--- src/rtl/game_pkg.sv ---
// Shared state/screen encoding for the game sequencer. State values double as
// the screen and sound codes, so the screen output is the state register itself.
package game_pkg;

  typedef enum logic [2:0] {
    TITLE  = 3'd0,
    PLAY   = 3'd1,
    LOSE   = 3'd2,
    WIN    = 3'd3,
    LVL_UP = 3'd4,
    WLD_UP = 3'd5,
    PAUSE  = 3'd6,
    DEAD   = 3'd7
  } state_t;

  localparam logic [2:0] SCR_TITLE  = 3'd0;
  localparam logic [2:0] SCR_PLAY   = 3'd1;
  localparam logic [2:0] SCR_LOSE   = 3'd2;
  localparam logic [2:0] SCR_WIN    = 3'd3;
  localparam logic [2:0] SCR_LVL_UP = 3'd4;
  localparam logic [2:0] SCR_WLD_UP = 3'd5;
  localparam logic [2:0] SCR_PAUSE  = 3'd6;
  localparam logic [2:0] SCR_DEAD   = 3'd7;
  localparam logic [2:0] SND_SILENT = 3'd0;

  // States that play a one-shot audio sequence and wait for the player.
  function automatic logic isEvent(input state_t s);
    return (s == DEAD) || (s == LVL_UP) || (s == WLD_UP) ||
           (s == LOSE) || (s == WIN);
  endfunction

  // Thermometer code: bit i set when count > i.
  function automatic logic [7:0] thermo(input logic [3:0] count);
    logic [7:0] t;
    for (int i = 0; i < 8; i++) begin
      t[i] = (count > 4'(i));
    end
    return t;
  endfunction

endpackage

--- src/rtl/btn_edge.sv ---
// Rising-edge detector for a level-sensitive button: one-cycle press strobe.
module btn_edge (
  input  logic clk,
  input  logic rst,
  input  logic btn,
  output logic press
);

  logic btnPrev;

  always_ff @(posedge clk or posedge rst) begin
    if (rst) btnPrev <= 1'b0;
    else     btnPrev <= btn;
  end

  assign press = btn & ~btnPrev;

endmodule

--- src/rtl/game_sequencer.sv ---
// Game flow controller: title/play/pause plus event screens that wait for the
// audio sequence to finish before accepting the player's continue/start.
module game_sequencer
  import game_pkg::*;
#(
  parameter int NUM_WORLDS       = 3,
  parameter int LEVELS_PER_WORLD = 4,
  parameter int MAX_LIVES        = 3
) (
  input  logic       clk,
  input  logic       rst,
  input  logic       continue_btn,
  input  logic       start_btn,
  input  logic       pause_btn,
  input  logic       player_dead,
  input  logic       level_complete,
  input  logic       seq_end,
  output logic [2:0] level,
  output logic [2:0] world,
  output logic [2:0] screen,
  output logic [7:0] lives,
  output logic       player_disable,
  output logic       reset_select,
  output logic [2:0] audio_select,
  output logic       audio_enable
);

  localparam logic [2:0] LAST_LEVEL = 3'(LEVELS_PER_WORLD - 1);
  localparam logic [2:0] LAST_WORLD = 3'(NUM_WORLDS - 1);
  localparam logic [3:0] LIVES_INIT = 4'(MAX_LIVES);

  logic startPress, pausePress, contPress;

  btn_edge uStartEdge (.clk(clk), .rst(rst), .btn(start_btn),    .press(startPress));
  btn_edge uPauseEdge (.clk(clk), .rst(rst), .btn(pause_btn),    .press(pausePress));
  btn_edge uContEdge  (.clk(clk), .rst(rst), .btn(continue_btn), .press(contPress));

  state_t     state, stateNxt;
  logic [2:0] levelNxt, worldNxt;
  logic [3:0] livesCnt, livesCntNxt;
  logic       seqDone, seqDoneNxt;
  logic       resetSelNxt;

  always_comb begin
    stateNxt    = state;
    levelNxt    = level;
    worldNxt    = world;
    livesCntNxt = livesCnt;
    seqDoneNxt  = seqDone;
    resetSelNxt = 1'b0;
    case (state)
      TITLE: begin
        if (startPress) begin
          stateNxt    = PLAY;
          livesCntNxt = LIVES_INIT;
          levelNxt    = 3'd0;
          worldNxt    = 3'd0;
          resetSelNxt = 1'b1;
        end
      end
      PLAY: begin
        // Reaching the goal outranks a simultaneous death.
        if (level_complete) begin
          seqDoneNxt = 1'b0;
          if (level != LAST_LEVEL) begin
            stateNxt = LVL_UP;
            levelNxt = level + 3'd1;
          end else if (world != LAST_WORLD) begin
            stateNxt = WLD_UP;
            worldNxt = world + 3'd1;
            levelNxt = 3'd0;
          end else begin
            stateNxt = WIN;
          end
        end else if (player_dead) begin
          seqDoneNxt = 1'b0;
          if (livesCnt > 4'd1) begin
            stateNxt    = DEAD;
            livesCntNxt = livesCnt - 4'd1;
          end else begin
            stateNxt    = LOSE;
            livesCntNxt = 4'd0;
          end
        end else if (pausePress) begin
          stateNxt = PAUSE;
        end
      end
      PAUSE: begin
        if (pausePress) stateNxt = PLAY;
      end
      DEAD, LVL_UP, WLD_UP: begin
        if (seqDone && contPress) begin
          stateNxt    = PLAY;
          resetSelNxt = 1'b1;
        end else if (seq_end) begin
          seqDoneNxt = 1'b1;
        end
      end
      LOSE, WIN: begin
        if (seqDone && startPress) begin
          stateNxt = TITLE;
        end else if (seq_end) begin
          seqDoneNxt = 1'b1;
        end
      end
      default: stateNxt = TITLE;
    endcase
  end

  // All outputs are derived from next-state values and registered together.
  always_ff @(posedge clk or posedge rst) begin
    if (rst) begin
      state          <= TITLE;
      level          <= 3'd0;
      world          <= 3'd0;
      livesCnt       <= LIVES_INIT;
      lives          <= thermo(LIVES_INIT);
      seqDone        <= 1'b0;
      player_disable <= 1'b1;
      reset_select   <= 1'b0;
      audio_select   <= SND_SILENT;
      audio_enable   <= 1'b0;
    end else begin
      state          <= stateNxt;
      level          <= levelNxt;
      world          <= worldNxt;
      livesCnt       <= livesCntNxt;
      lives          <= thermo(livesCntNxt);
      seqDone        <= seqDoneNxt;
      player_disable <= (stateNxt != PLAY);
      reset_select   <= resetSelNxt;
      audio_select   <= ((stateNxt == PLAY) || (stateNxt == PAUSE)) ? SND_SILENT : 3'(stateNxt);
      audio_enable   <= isEvent(stateNxt) && !seqDoneNxt;
    end
  end

  assign screen = 3'(state);

endmodule
--- config.mk ---
export PLATFORM = sky130hd
export DESIGN_NAME = game_sequencer
export DESIGN_NICKNAME = d
export VERILOG_FILES = /design/src/rtl/game_pkg.sv /design/src/rtl/btn_edge.sv /design/src/rtl/game_sequencer.sv
export SDC_FILE = /design/constraint.sdc
export NUM_CORES = 1
export LEC_CHECK = 0
export CORE_ASPECT_RATIO = 0.75
export CORE_MARGIN = 2
export CORE_UTILIZATION = 50
export DETAILED_ROUTE_END_ITERATION = 16
export GPL_TIMING_DRIVEN = 1
export HOLD_SLACK_MARGIN = 0.02
export MAX_ROUTING_LAYER = met4
export PLACE_DENSITY = 0.81
export SKIP_LAST_GASP = 1
export SLEW_MARGIN = 10
export SYNTH_ARGS = -nofsm -noshare
export SYNTH_HDL_FRONTEND = slang
export SYNTH_SLANG_ARGS = --single-unit
--- constraint.sdc ---
create_clock -name clk -period 4.1 [get_ports clk]
set_input_delay 0.41 -clock clk [delete_from_list [all_inputs] [get_ports clk]]
set_output_delay 0.41 -clock clk [all_outputs]
set_load 0.1 [all_outputs]
==> reports/metrics.yaml, run 1 <==
run_status:
  status: "completed"
synth:
  synth_fa_ha_area_share_pct: 4.163
  synthXorXnorAreaFrac_pct: 0.5828
  yosys_register_bits: 31
  syn_area_um2: 1503
  synth-edff-count: 0
  yosys.area_share.simple_pct: 17.82
  synth_area_per_cell_um2: 9.952
  yosys.area.top_type: "dfrtp_1"
  async_flop_share_pct: 100.0
  synth_compound_area_share_pct: 19.57
  synth_cell_types: 40
  yosys_most_used_dff: "dfrtp_1"
  yosysSeqAreaShare_pct: 52.12
  synth_top_family_by_area: "compound AO/OA/AOI/OAI gates"
  synth_top_area_share_pct: 41.63
  syn_nets: 164
  synth_most_common_cell: "dfrtp_1"
  synth.area.top_cells: "dfrtp_1, dfstp_2, ha_1"
  ys_top_cells_by_count: "dfrtp_1, inv_1, nor2_1"
  yosysWarnings: 0
  synth.area.mux_share_pct: 0.7494
  synthCells: 151
layout:
  nNetsFinal: 197
  layout.cells.non_filler: 223
  area_growth_pct: 29.73
  drive_gt1_share_pct: 10.81
  final_area_um2: 1949
  diodes: 0
timing:
  fin_crit_sh_pct: 62.34
  finalMaxSlewViolations: 0
  tns_ns: 0
  layout_min_cycle_time_ns: 2.556
  tightest_slew_ns: 1.056
  finalHoldViolations: 0
  relSlewSlack_pct: 29.20
  skew_ns: 0.01219
  rsz0062_at_grt: "false"
  timing.fmax_mhz: 391.2
  setup_viol: 0
routing:
  vias_per_cell: 5.825
  first_pass_iters: 4
  route.met2.wl_um: 1586
  drc: 0
  drt_iter0_drc: 50
  wl_um: 3589
  ant_nets: 0
  met1Wirelength_um: 1608
  avgRoutedWirePerCell_um: 16.09
  dr_wl_met3_um: 315
  vias: 1299
  top_layer: "met4"
worst_setup_path:
  crit_chain: "clkdlybuf4s50_1"
  crit_path_end_kind: "primary output"
  slowest_delay_ns: 1.23
  worstPathMaxFanout: 14
  cp_top_family: "buffers and inverters"
  critPathLaunchType: "register"
  required_ns: 3.69
  cp.arrival_ns: 2.15
  critical_path_class: "register to primary output"
  cp_num_buf_inv: 1
  cp_slowest_cell: "clkdlybuf4s50_1"
clock_tree:
  clk_latency_ns: 0.29
  cts_tree: "built"
  clk_path_buf_depth: 2
  post_cts_buffers: 0
  cts_root_buffer: "clkbuf_8"
  cts_resized: 0
  cts_buffers: 5
  h-tree-depth: 2
  clock_sinks: 31
  hold_buffers: 0
  cts.clk_slew.worst_paths_ns: 0.07
global_routing:
  grt_antenna_before_repair: 0
  grt_max_degree: 32
  grt_pass1_vias: 1225
  grt_pass1_wl_um: 5733
  grt_use_total_pct: 23.81
  gr-total-overflow: 0
placement:
  placed_cells_incl_taps: 215
  portBuffers: 30
  dp_hpwl_um: 2545
  place_area_um2: 1832
  gp_congestion: 0.9969
floorplan:
  rows: 17
  start_util_pct: 51.95
  die_h_um: 51.48
  die_w_um: 67.30
  core_area_um2: 2893
  die_area_um2: 3464
  ios: 31
run:
  max_cap_viol_count: 0
hold_path:
  worstHoldPathType: "input pin to asynchronous set/reset pin"
[sequential cells by signal, summed over array words and instances, names as in the netlist]
register	cells
uStartEdge.btnPrev	1
lives	8
screen	3
uPauseEdge.btnPrev	1
level	3
audio_select	3
uContEdge.btnPrev	1
livesCnt	4
audio_enable	1
seqDone	1
player_disable	1
world	3
reset_select	1
[layer usage]
| layer | global-route usage (%) | up-vias |
|---|---|---|
| li1 | - | 607 |
| met1 | 32.14 | 612 |
| met2 | 31.68 | 70 |
| met3 | 6.828 | 10 |
| met4 | 13.95 | 0 |
| met5 | - | - |
[layout make-up]
class                   instances  area (um^2)
fillers                       237        943.4
flip-flops and latches         31        783.3
multi-input cells             101        644.4
repair buffers                 30        300.3
clock buffers                   6        82.58
inverters                      15        56.30
well taps                      38        47.55
clock inverters                 2        35.03
[worst reg2reg max path, stage by stage, from the launching register on]
cell	delay, ns
dfstp_2	0.38
inv_1	0.11
ha_1	0.24
nor2_1	0.10
or3_1	0.32
a221o_1	0.31
a21oi_2	0.23
nor2b_1	0.25
a211oi_2	0.10
[cell families (layout without fill, tap and decap cells)]
| kind of cell | after synthesis | count (layout) |
|---|---|---|
| and+or+nand+nor | 51 | 51 |
| buffers and inverters | 19 | 53 |
| AOI/OAI and AO/OA | 43 | 43 |
| DFF | 31 | 31 |
| muxes | 1 | 1 |
| xor gates and xnor gates | 1 | 1 |
| adders and majority gates | 5 | 5 |
[worst paths after layout]
check	slack, ns	startpoint	cells after the start	to
setup / recovery	1.54	screen[0]	1	screen[0]
hold reg to reg	0.56	level[2]	1	level[2]
hold / removal	0.56	rst	2	seqDone
max in group asynchronous	3.05	rst	2	screen[0]
setup reg to reg	1.96	livesCnt[0]	8	audio_enable
min in group clk	0.56	level[2]	1	level[2]
[stage by stage]
step	util [%]	hold slack, ns	setup slack (ns)
2_1_floorplan	-	0.4414	1.714
3_3_place_gp	63.32	0.5334	1.792
3_5_place_dp	63.32	0.5597	1.617
4_1_cts	67.39	0.5667	1.548
5_1_grt	67.39	0.5832	1.466
6_report	67.39	0.5574	1.544
[cells in the final DEF (no fill, tap or decap), types with 5 or more instances in the layout]
| cell type | count |
|---|---|
| clkdlybuf4s50_1 | 30 |
| dfstp_2 | 6 |
| clkbuf_8 | 6 |
| a21oi_1 | 8 |
| dfrtp_1 | 25 |
| nand2_1 | 8 |
| nor2_1 | 13 |
| nand2b_1 | 5 |
| nor2b_1 | 5 |
| ha_1 | 5 |
| nor3_1 | 6 |
| o21ai_0 | 10 |
| inv_1 | 13 |
Power of run 1 is left out: the tool's default activity adds up to more than one toggle a clock period on the data nets, which glitch-free logic cannot reach.
==> run 2: changes to the inputs <==
clock period = 2.48 ns   (was 4.1 ns; I/O delays follow)
==> run 2 against run 1 <==
Effect of this change:
- register-to-register slack worse by 1.5 ns
- clock skew down 0.0051 ns
- via count down 1.6%
- design area down 2.3%
- flip-flop and latch count unchanged
- first-iteration DRC count rose by 4.0%
- routed wire length decreased by 4.5%
==> reports/metrics.yaml, run 2 (synthesis gave the netlist of run 1 again) <==
worst_setup_path:
  crit_path_end_kind: "register"
  worstPathMaxFanout: 5
  critical_path_class: "register to register"
  required_ns: 2.67
  crit_chain: "inv_1 -> ha_1 -> nor2_1 -> nor3_1 -> nor4_1 -> a211oi_2 -> o21a_1 -> a211oi_2"
  cp.arrival_ns: 2.22
  critPathLaunchType: "register"
  cp_common_cell: "a211oi_2"
  cp_slowest_cell: "dfstp_2"
  slowest_delay_ns: 0.55
  startpoint: "livesCnt[0]"
  r2r-start: "livesCnt[0]"
clock_tree:
  h-tree-depth: 2
  cts_resized: 0
  cts_buffers: 5
  cts_tree: "built"
  clk_latency_ns: 0.28
  cts.clk_slew.worst_paths_ns: 0.06
  cts_root_buffer: "clkbuf_8"
  hold_buffers: 0
  post_cts_buffers: 0
  clk_path_buf_depth: 2
  clock_sinks: 31
layout:
  final_cell_mix: "buf_4, dfrtp_1, inv_1"
  nNetsFinal: 201
  top_regs: "lives (8), livesCnt (4)"
  largest_reg_flops: 8
  fillers: 222
  drive_gt1_share_pct: 24.34
  area_growth_pct: 26.73
  final_common_cell: "buf_4"
  regMostFlops: "lives"
  diodes: 0
run_status:
  status: "completed"
timing:
  tightest_slew_ns: 0.4774
  fin_crit_sh_pct: 81.75
  finalMaxSlewViolations: 0
  layout_min_cycle_time_ns: 2.027
  rsz0062_at_grt: "false"
  finalHoldViolations: 0
  tns_ns: 0
  relSlewSlack_pct: 68.17
  timing.fmax_mhz: 493.2
  skew_ns: 0.007082
  setup_viol: 0
hold_path:
  worstHoldPathType: "input pin to asynchronous set/reset pin"
global_routing:
  use_met2_pct: 30.53
  grt_max_degree: 32
  grtUsageMet3_pct: 9.031
  grt.met1_usage_pct: 31.00
  grt_pass1_vias: 1167
  grt-busiest-layer: "met1"
  grt_pass1_wl_um: 5464
  grt_antenna_before_repair: 0
  gr-total-overflow: 0
  grt_use_total_pct: 22.74
placement:
  portBuffers: 30
  dp_hpwl_um: 2513
  gp_congestion: 0.9509
floorplan:
  start_util_pct: 51.95
  die_w_um: 67.30
  die_h_um: 51.48
  rows: 17
  die_area_um2: 3464
  core_area_um2: 2893
  ios: 31
routing:
  drc: 0
  wl_um: 3427
  avgRoutedWirePerCell_um: 15.10
  first_pass_iters: 4
  vias_per_cell: 5.630
  vias: 1278
  drt_iter0_drc: 52
  ant_nets: 0
run:
  max_cap_viol_count: 0
==> run 2: cell count changes in the layout (fill, tap and decap cells not counted), sizes merged <==
| cell | delta |
|---|---|
| bufinv | -1 |
| inv | +1 |
| clkbuf | +2 |
| clkinv | -2 |
| clkdlybuf4s50 | -23 |
| buf | +27 |
==> run 2: critical path: cells and delay by family, from the launching register on <==
family          cells  cell delay [ns]
fa+ha+maj           1             0.25
flops               1             0.55
buf+inv             1             0.07
compound gates      3             0.54
simple gates        3             0.53
==> run 2: metrics by stage <==
step | hold WS, ns | setup slack (ns) | instance area (um^2) | cells | utilization (%)
after floorplan | 0.2794 | 0.09421 | 1503 | 151 | -
after global placement | 0.5354 | 0.3425 | 1804 | 219 | 62.37
after detailed placement | 0.5503 | 0.2409 | 1804 | 219 | 62.37
after CTS | 0.3585 | 0.4442 | 1904 | 227 | 65.83
after global routing | 0.3968 | 0.3311 | 1904 | 227 | 65.83
final | 0.3457 | 0.4526 | 1904 | 227 | 65.83
==> run 2: path summary, 6_finish.rpt <==
kind,to,slack [ns],cells past startpoint
min reg2reg,world[0],0.56,1
max reg2reg,audio_enable,0.45,8
min in group clk,uContEdge.btnPrev,0.44,1
max,audio_enable,0.45,8
min,uStartEdge.btnPrev,0.35,3
max in group asynchronous,player_disable,1.81,3
==> run 2: cell type report <==
cell class / count / area [um^2] / share of cell area [%]
clock buffers: 8 / 100.1 / 5.256
inverters: 15 / 56.30 / 2.957
multi-input cells: 101 / 644.4 / 33.84
flip-flops and latches: 31 / 783.3 / 41.13
well taps: 38 / 47.55 / 2.497
repair buffers: 34 / 272.8 / 14.32
==> run 2: per-layer routing <==
layer	wire (um)	up-vias
met5	0	-
met4	42	0
met3	214	5
met2	1511	50
met1	1659	616
li1	-	607
Power of run 2 is left out for the same reason.
==> run 3: changes to the inputs <==
clock period = 2.1 ns   (was 2.48 ns; I/O delays follow)
==> run 3 against run 2 <==
Effect of this change:
- design area grew 2.8%
- flip-flop and latch count is the same
- clock skew shrank 0.0023 ns
- global-route usage grew 1.1 points
- highest routed layer unchanged
- register-to-register slack lost 0.32 ns
- non-clock buffer count grew 5
- via count shrank 2.2%
- core utilization grew 1.8 points
- final cell count grew 2.2%
- routed wire length grew 1.2%
- setup slack lost 0.32 ns
- first-iteration DRC count grew 40%
==> reports/metrics.yaml, run 3 (synthesis gave the netlist of run 1 again) <==
run_status:
  status: "completed"
layout:
  drive_gt1_share_pct: 32.47
  largest_reg_flops: 8
  final_common_cell: "buf_4"
  nNetsFinal: 206
  final_area_um2: 1957
  diodes: 0
  regMostFlops: "lives"
  final_cell_mix: "buf_4, dfrtp_1, inv_1, nor2_1, o21ai_0"
  area_growth_pct: 30.23
  top_regs: "lives (8), livesCnt (4)"
clock_tree:
  clk_path_buf_depth: 2
  post_cts_buffers: 0
  h-tree-depth: 2
  cts_root_buffer: "clkbuf_8"
  clock_sinks: 31
  cts.clk_slew.worst_paths_ns: 0.06
  cts_tree: "built"
  clk_latency_ns: 0.28
  cts_buffers: 5
routing:
  vias_per_cell: 5.388
  dr_wl_met3_um: 224
  vias: 1250
  avgRoutedWirePerCell_um: 14.95
  drt_iter0_drc: 73
  route.met2.wl_um: 1550
  met1Wirelength_um: 1650
  drc: 0
  wl_um: 3468
  first_pass_iters: 4
  ant_nets: 0
  top_layer: "met4"
worst_setup_path:
  critical_path_class: "register to register"
  required_ns: 2.25
  rr_endpoint: "audio_enable"
  crit_end: "audio_enable"
  critical_path_depth: 7
  critPathLaunchType: "register"
  cp_slowest_cell: "dfstp_2"
  r2r-start: "livesCnt[0]"
  worstPathMaxFanout: 3
  startpoint: "livesCnt[0]"
  cp.arrival_ns: 2.12
  crit_chain: "ha_2 -> nor2_4 -> or3_1 -> a221o_1 -> a21oi_2 -> nor2b_2 -> a211oi_2"
  reg2reg_slack_ns: 0.13
  slowest_delay_ns: 0.56
  cp_num_buf_inv: 0
  ff2ff_path_depth: 7
  cp_top_family: "flip-flops"
  crit_path_end_kind: "register"
placement:
  dp_hpwl_um: 2514
  portBuffers: 30
  pre_cts_slack_ns: 0.06939
  gp_congestion: 0.8903
  place_area_um2: 1851
timing:
  finalHoldViolations: 0
  tightest_slew_ns: 0.3806
  timing.fmax_mhz: 508.0
  setup_viol: 0
  tns_ns: 0
  skew_ns: 0.004738
  fin_ws_ns: 0.1316
  finalMaxSlewViolations: 0
  relSlewSlack_pct: 74.63
  layout_min_cycle_time_ns: 1.968
  rsz0062_at_grt: "false"
  hold_slack_ns: 0.3089
  fin_crit_sh_pct: 93.74
hold_path:
  worstHoldPathType: "input pin to asynchronous set/reset pin"
floorplan:
  start_util_pct: 51.95
  rows: 17
  core_area_um2: 2893
  ios: 31
  die_w_um: 67.30
  die_area_um2: 3464
  die_h_um: 51.48
global_routing:
  gr-total-overflow: 0
  grt_antenna_before_repair: 0
  grt_use_total_pct: 23.82
  grt_max_degree: 32
  grt_pass1_vias: 1240
  grt_pass1_wl_um: 5727
run:
  max_cap_viol_count: 0
## run 3: cell types whose count changed in the layout (fill, tap and decap cells not counted), moves of 2 or more
cell / delta
clkbuf_8: -2
inv_2: +2
dfrtp_1: -7
ha_1: -2
dfrtp_2: +7
buf_4: +5
inv_1: -2
## run 3: worst min path at each step
stage                                    end  cells past startpoint
after floorplan            uContEdge.btnPrev                      0
final                     uPauseEdge.btnPrev                      3
after global routing      uStartEdge.btnPrev                      3
after detailed placement            world[0]                      1
after global placement              world[0]                      1
after CTS                 uStartEdge.btnPrev                      3
## run 3: area by class of cell
class | count | area [um^2]
inverter | 15 | 56.30
fill | 233 | 935.9
sequential | 31 | 792.0
clock buffer | 7 | 76.32
timing repair buffer | 39 | 310.3
tap | 38 | 47.55
multi-input combinational | 101 | 669.4
clock inverter | 1 | 5.005
## run 3: per-layer routing
layer	track usage, %	vias to the layer above
met5	-	-
met4	9.184	0
met3	6.828	7
met2	32.51	47
met1	33.48	582
li1	-	614
## run 3: tightest hold or removal path, cell delays in order
cell and delay, ns:
clkdlybuf4s50_1 0.39, inv_1 0.05, buf_4 0.34
## run 3: through the flow
stage / utilization [%] / instances
global placement: 63.97 / 224
CTS: 66.78 / 232
global route: 67.65 / 232
finish: 67.65 / 232
detailed placement: 63.97 / 224
floorplan: - / 151
## run 3: what timing repair did
action,4_1_cts,5_1_grt
resized for setup,0,8
hold buffers,0,0
endpoints found under the setup margin,0,3
Power of run 3 is left out for the same reason.
